===== src/rtl/crane_bus_pkg.sv =====
// Shared types for the memory-port arbiter: FSM states, requester count, select width.
package crane_bus_pkg;
  localparam int N_REQ = 4;
  localparam int SEL_W = 2;

  typedef enum logic [1:0] {
    ST_IDLE  = 2'd0,
    ST_ISSUE = 2'd1,
    ST_WAIT  = 2'd2
  } state_e;

  function automatic logic [N_REQ-1:0] sel2oh(input logic [SEL_W-1:0] s);
    return N_REQ'(1) << s;
  endfunction
endpackage


===== src/rtl/mem_port_arbiter4_rr_pick4.sv =====
// Combinational 4-way picker: round-robin from ptr, or fixed priority (index 0 highest).
module rr_pick4
  import crane_bus_pkg::*;
(
  input  logic [N_REQ-1:0] req,
  input  logic [SEL_W-1:0] ptr,
  input  logic             fixed,
  output logic             any,
  output logic [SEL_W-1:0] idx
);
  logic [SEL_W-1:0] w_start;
  logic [SEL_W-1:0] w_cand;

  assign w_start = fixed ? '0 : ptr;
  assign any     = |req;

  // Scan offsets high to low so the smallest offset from the start point wins.
  always_comb begin
    idx    = '0;
    w_cand = '0;
    for (int k = N_REQ-1; k >= 0; k--) begin
      w_cand = w_start + SEL_W'(k);
      if (req[w_cand]) idx = w_cand;
    end
  end
endmodule


===== src/rtl/mem_port_arbiter4.sv =====
// Four-requester memory-port arbiter: grant, issue, wait for response, return done/err to owner.
module mem_port_arbiter4
  import crane_bus_pkg::*;
#(
  parameter int PRIO_MODE = 0,
  parameter int TIMEOUT   = 255,
  parameter int TO_W      = 8
) (
  input  logic             clk,
  input  logic             rstn,
  input  logic [N_REQ-1:0] req,
  output logic [SEL_W-1:0] sel,
  output logic [N_REQ-1:0] grant,
  output logic             busy,
  output logic             mem_valid,
  input  logic             mem_ready,
  input  logic             mem_rvalid,
  output logic [N_REQ-1:0] done,
  output logic [N_REQ-1:0] err
);
  localparam bit             TO_EN   = (TIMEOUT != 0);
  localparam logic [TO_W-1:0] TO_LAST = TO_W'(TIMEOUT - 1);

  state_e           r_state, w_state_nxt;
  logic [SEL_W-1:0] r_sel, w_sel_nxt;
  logic [N_REQ-1:0] r_grant, w_grant_nxt;
  logic             r_busy, w_busy_nxt;
  logic             r_mem_valid, w_mv_nxt;
  logic [N_REQ-1:0] r_done, w_done_nxt;
  logic [N_REQ-1:0] r_err, w_err_nxt;
  logic [SEL_W-1:0] r_rr_ptr, w_ptr_nxt;
  logic [TO_W-1:0]  r_to_cnt, w_to_nxt;
  logic             w_any;
  logic [SEL_W-1:0] w_idx;
  logic             w_to_hit;

  rr_pick4 u_pick (
    .req   (req),
    .ptr   (r_rr_ptr),
    .fixed (PRIO_MODE != 0),
    .any   (w_any),
    .idx   (w_idx)
  );

  assign w_to_hit = TO_EN && (r_to_cnt == TO_LAST);

  always_ff @(posedge clk or negedge rstn) begin
    if (!rstn) begin
      r_state     <= ST_IDLE;
      r_sel       <= '0;
      r_grant     <= '0;
      r_busy      <= 1'b0;
      r_mem_valid <= 1'b0;
      r_done      <= '0;
      r_err       <= '0;
      r_rr_ptr    <= '0;
      r_to_cnt    <= '0;
    end else begin
      r_state     <= w_state_nxt;
      r_sel       <= w_sel_nxt;
      r_grant     <= w_grant_nxt;
      r_busy      <= w_busy_nxt;
      r_mem_valid <= w_mv_nxt;
      r_done      <= w_done_nxt;
      r_err       <= w_err_nxt;
      r_rr_ptr    <= w_ptr_nxt;
      r_to_cnt    <= w_to_nxt;
    end
  end

  always_comb begin
    w_state_nxt = r_state;
    w_sel_nxt   = r_sel;
    w_grant_nxt = r_grant;
    w_busy_nxt  = r_busy;
    w_mv_nxt    = r_mem_valid;
    w_done_nxt  = '0;
    w_err_nxt   = '0;
    w_ptr_nxt   = r_rr_ptr;
    w_to_nxt    = r_to_cnt;
    unique case (r_state)
      ST_IDLE: begin
        w_grant_nxt = '0;
        w_busy_nxt  = 1'b0;
        w_mv_nxt    = 1'b0;
        if (w_any) begin
          w_state_nxt = ST_ISSUE;
          w_sel_nxt   = w_idx;
          w_grant_nxt = sel2oh(w_idx);
          w_busy_nxt  = 1'b1;
          w_mv_nxt    = 1'b1;
          w_to_nxt    = '0;
        end
      end
      ST_ISSUE: begin
        if (mem_ready) begin
          w_state_nxt = ST_WAIT;
          w_mv_nxt    = 1'b0;
        end
      end
      ST_WAIT: begin
        if (!(&r_to_cnt)) w_to_nxt = r_to_cnt + TO_W'(1);
        // A response on the watchdog's last cycle still counts as a normal completion.
        if (mem_rvalid || w_to_hit) begin
          w_done_nxt  = mem_rvalid ? sel2oh(r_sel) : '0;
          w_err_nxt   = mem_rvalid ? '0 : sel2oh(r_sel);
          w_state_nxt = ST_IDLE;
          w_busy_nxt  = 1'b0;
          w_grant_nxt = '0;
          w_ptr_nxt   = r_sel + SEL_W'(1);
        end
      end
      default: w_state_nxt = ST_IDLE;
    endcase
  end

  assign sel       = r_sel;
  assign grant     = r_grant;
  assign busy      = r_busy;
  assign mem_valid = r_mem_valid;
  assign done      = r_done;
  assign err       = r_err;
endmodule


===== config.mk =====
export PLATFORM = sky130hd
export DESIGN_NAME = mem_port_arbiter4
export DESIGN_NICKNAME = d
export VERILOG_FILES = /design/src/rtl/crane_bus_pkg.sv /design/src/rtl/mem_port_arbiter4_rr_pick4.sv /design/src/rtl/mem_port_arbiter4.sv
export SDC_FILE = /design/constraint.sdc
export NUM_CORES = 1
export LEC_CHECK = 0
export CAP_MARGIN = 20
export CORE_AREA = 2 2 51 65
export CTS_CLUSTER_DIAMETER = 120
export CTS_CLUSTER_SIZE = 8
export DETAILED_ROUTE_END_ITERATION = 10
export DIE_AREA = 0 0 53 67
export GPL_TIMING_DRIVEN = 0
export PLACE_DENSITY = 0.82
export SLEW_MARGIN = 20
export SYNTH_ARGS = -nofsm -noshare
export SYNTH_HDL_FRONTEND = slang
export SYNTH_HIERARCHICAL = 1
export SYNTH_SLANG_ARGS = --single-unit

===== constraint.sdc =====
create_clock -name clk -period 2 [get_ports clk]
set_input_delay 0.4 -clock clk [delete_from_list [all_inputs] [get_ports clk]]
set_output_delay 0.4 -clock clk [all_outputs]
set_load 0.005 [all_outputs]

==> flow_results.xml <==
<?xml version="1.0" encoding="UTF-8"?>
<metrics>
  <group name="place">
    <metric name="placement.cell_area" unit="um^2">1738</metric>
    <metric name="hpwl" unit="um">2048</metric>
    <metric name="gp_congestion" unit="">0.7952</metric>
    <metric name="pre_cts_slack" unit="ns">-0.2274</metric>
    <metric name="port_buffers" unit="">23</metric>
    <metric name="numPlacedInstances" unit="">205</metric>
  </group>
  <group name="global_routing">
    <metric name="grt_antenna_before_repair" unit="">0</metric>
    <metric name="grt_first_pass_wirelength" unit="um">4712</metric>
    <metric name="grt_pass1_vias" unit="">1122</metric>
    <metric name="global_route.overflow_total" unit="">0</metric>
    <metric name="grt_start_max_net_pins" unit="">29</metric>
    <metric name="grt_usage" unit="%">17.72</metric>
  </group>
  <group name="floorplanning">
    <metric name="fp.dieW" unit="um">53</metric>
    <metric name="start_util" unit="%">50.26</metric>
    <metric name="die_area" unit="um^2">3551</metric>
    <metric name="coreArea" unit="um^2">2890</metric>
    <metric name="die-height" unit="um">67</metric>
    <metric name="std_cell_rows" unit="">22</metric>
    <metric name="floorplan.io_pins" unit="">24</metric>
  </group>
  <group name="setup_path">
    <metric name="worst_path_max_delay_cell" unit="">sky130_fd_sc_hd__or4_1</metric>
    <metric name="crit_end" unit="">grant[2]</metric>
    <metric name="critPathKind" unit="">in2reg</metric>
    <metric name="cp.required" unit="ns">2.23</metric>
    <metric name="worst_r2r_startpoint" unit="">r_to_cnt[0]</metric>
    <metric name="worst-r2r-cell-count" unit="">5</metric>
    <metric name="endpoint_kind" unit="">register</metric>
    <metric name="worst_setup_path_start_kind" unit="">input pin</metric>
    <metric name="arrival" unit="ns">2.12</metric>
    <metric name="timing.critical_path.from" unit="">req[1]</metric>
    <metric name="ff2ff_setup_slack" unit="ns">0.20</metric>
    <metric name="critical_path.max_stage_delay" unit="ns">0.61</metric>
    <metric name="r2r-end" unit="">r_to_cnt[1]</metric>
    <metric name="cp_cell_sequence" unit="">clkdlybuf4s50_1 &gt; or4_1 &gt; nand2b_1 &gt; or2_2 &gt; nor2_1 &gt; a22o_1</metric>
    <metric name="critical_path_peak_fanout" unit="">6</metric>
  </group>
  <group name="route">
    <metric name="routed_wire_length_per_instance" unit="um">12.85</metric>
    <metric name="drt_iter0_drc" unit="">38</metric>
    <metric name="route.antenna.remaining_nets" unit="">0</metric>
    <metric name="remaining_drc_errors" unit="">0</metric>
    <metric name="postRouteWirelength" unit="um">2685</metric>
    <metric name="vias_per_cell" unit="">5.502</metric>
    <metric name="dr.pass1.iters" unit="">4</metric>
    <metric name="total_via_count_after_detailed_routing" unit="">1150</metric>
  </group>
  <group name="finish">
    <metric name="antenna_cells" unit="">0</metric>
    <metric name="leading_cell_types_in_the_layout_fill_and_taps_excluded" unit="">sky130_fd_sc_hd__dfrtp_1 (26), sky130_fd_sc_hd__clkdlybuf4s50_1 (22), sky130_fd_sc_hd__nor2_1 (15)</metric>
    <metric name="final_layout_size_suffix_gt1_share" unit="%">13.87</metric>
    <metric name="layout.cells.most_common" unit="">sky130_fd_sc_hd__dfrtp_1</metric>
    <metric name="final_net_count" unit="">188</metric>
    <metric name="instances_no_fill" unit="">209</metric>
    <metric name="postLayoutCellArea" unit="um^2">1795</metric>
    <metric name="syn2layout_area_growth" unit="%">23.60</metric>
    <metric name="filler_cell_count_in_the_final_layout" unit="">254</metric>
  </group>
  <group name="clock_network">
    <metric name="cts-buffers-inserted" unit="">3</metric>
    <metric name="clk_path_buf_depth" unit="">2</metric>
    <metric name="post-cts-setup-buffers" unit="">0</metric>
    <metric name="tritoncts" unit="">yes</metric>
    <metric name="cts.repair.resized" unit="">0</metric>
    <metric name="numClockSinks" unit="">28</metric>
    <metric name="clock_latency" unit="ns">0.33</metric>
    <metric name="cts_hold_buffers_added" unit="">0</metric>
    <metric name="cts-htree-levels" unit="">1</metric>
    <metric name="path_clk_slew" unit="ns">0.15</metric>
    <metric name="cts.root.buffer_cell" unit="">sky130_fd_sc_hd__clkbuf_4</metric>
  </group>
  <group name="power">
    <metric name="report.power.total" unit="W">0.001905</metric>
    <metric name="power.static_leakage" unit="nW">0.8021</metric>
    <metric name="power.ir.vdd_worst" unit="V">0.0009513</metric>
    <metric name="cellPowerDensity" unit="nW/um^2">1061</metric>
  </group>
  <group name="synth">
    <metric name="portion_of_the_post_synthesis_area_used_by_sequential_elements" unit="%">48.23</metric>
    <metric name="synth-edff-count" unit="">0</metric>
    <metric name="avgSynthCellArea" unit="um^2">10.23</metric>
    <metric name="ys_dominant_reg_cell" unit="">sky130_fd_sc_hd__dfrtp_1</metric>
    <metric name="synthesis.instances" unit="">142</metric>
    <metric name="synth.yosys.warnings" unit="">6</metric>
    <metric name="syn-cell-area" unit="um^2">1453</metric>
    <metric name="synthArstFlopShare" unit="%">100.0</metric>
    <metric name="number_of_distinct_library_cells_after_synthesis" unit="">43</metric>
    <metric name="flop_and_latch_count_out_of_synthesis" unit="">28</metric>
  </group>
  <group name="job">
    <metric name="max_cap_violations" unit="">0</metric>
  </group>
  <group name="timing">
    <metric name="max_slew.worst_pin.slew" unit="ns">0.5850</metric>
    <metric name="worst_slew_margin_rel" unit="%">61.00</metric>
    <metric name="grt_setup_unrepaired" unit="">false</metric>
    <metric name="maxSlewViolCount" unit="">0</metric>
    <metric name="timing.final.hold_violations" unit="">0</metric>
    <metric name="min_period" unit="ns">1.896</metric>
    <metric name="finalCritPeriodShare" unit="%">94.80</metric>
    <metric name="setup_viol_count_final" unit="">0</metric>
    <metric name="least_setup_slack_across_all_paths_after_layout" unit="ns">0.1041</metric>
    <metric name="fin_tns_setup" unit="ns">0</metric>
    <metric name="final_clock_skew" unit="ns">0.008786</metric>
    <metric name="clock.fmax" unit="GHz">0.5274</metric>
  </group>
  <group name="hold_path">
    <metric name="worstHoldPathType" unit="">in2async</metric>
  </group>
  <group name="outcome">
    <metric name="result_of_the_run" unit="">finished, final reports clean</metric>
  </group>
</metrics>
-- critical path, delay by kind of cell --
kind	cells	cell delay, ns
AOI/OAI and AO/OA	1	0.25
buffers and inverters	1	0.52
and+or+nand+nor	4	0.95
-- stage by stage --
step | hold slack [ns] | util (%)
3_5_place_dp | 0.4372 | 60.13
6_report | 0.04384 | 62.12
4_1_cts | 0.05887 | 61.95
5_1_grt | 0.07278 | 62.12
3_3_place_gp | 0.4666 | 60.30
2_1_floorplan | 0.1044 | -
-- logic make-up after synthesis --
kind of cell | after synthesis | synth area share (%)
simple gates | 54 | 20.07
compound gates | 34 | 17.57
flops | 28 | 48.23
buf+inv | 11 | 3.101
fa+ha+maj | 6 | 5.168
mux | 5 | 3.790
xor+xnor | 3 | 1.809
other cells | 1 | 0.2582
-- metal layers --
metal  track usage [%]  up-vias  part of all wire (%)
met5                 0        -                     0
met4             7.051        0                  0.71
met3             2.691        2                   4.8
met2             30.94       35                    52
met1             21.36      554                    43
li1                  -      559                     -
-- Yosys cell counts (3+ instances only) --
master | count | area [um^2]
sky130_fd_sc_hd__dfrtp_1 | 28 | 700.7
sky130_fd_sc_hd__nor2_1 | 15 | 56.30
sky130_fd_sc_hd__nand2_1 | 9 | 33.78
sky130_fd_sc_hd__a21oi_1 | 8 | 40.04
sky130_fd_sc_hd__inv_1 | 8 | 30.03
sky130_fd_sc_hd__ha_1 | 6 | 75.07
sky130_fd_sc_hd__o21ai_0 | 6 | 30.03
sky130_fd_sc_hd__and3_1 | 5 | 31.28
sky130_fd_sc_hd__and2_1 | 4 | 25.02
sky130_fd_sc_hd__mux2_2 | 4 | 45.04
sky130_fd_sc_hd__nor3_1 | 4 | 20.02
sky130_fd_sc_hd__a22o_1 | 3 | 26.28
sky130_fd_sc_hd__buf_2 | 3 | 15.01
-- worst min path at each step --
| stage | startpoint | endpoint | slack (ns) |
|---|---|---|---|
| after floorplan | rstn | busy | 0.10 |
| final | rstn | grant[0] | 0.04 |
| after global placement | grant[0] | grant[0] | 0.47 |
| after global routing | rstn | grant[2] | 0.07 |
| after CTS | rstn | mem_valid | 0.06 |
| after detailed placement | rstn | mem_valid | 0.44 |
-- sequential cells by signal, indices dropped and copies added, names as in the netlist --
name and cells:
busy 1, err 4, sel 2, grant 4, r_rr_ptr 2, r_state 2
mem_valid 1, r_to_cnt 8, done 4
-- power by group --
| part | total [W] | switching [W] | leakage [nW] | internal (W) |
|---|---|---|---|---|
| clock network | 0.000366 | 0.000163 | 0.0279 | 0.000203 |
| logic | 0.000719 | 0.000352 | 0.405 | 0.000367 |
| registers | 0.000820 | 0.000124 | 0.369 | 0.000696 |
| total | 0.00191 | 0.000640 | 0.802 | 0.00127 |
-- area by class of cell --
class	instances	area (um^2)	area share, %
Buffer	3	15.01	0.8362
Clock buffer	3	22.52	1.254
Clock inverter	1	30.03	1.672
Inverter	8	30.03	1.672
Multi-Input combinational cell	107	724.4	40.35
Sequential cell	28	703.2	39.16
Tap cell	36	45.04	2.509
Timing Repair Buffer	23	225.2	12.54
Power figures use the tool's default switching activity.
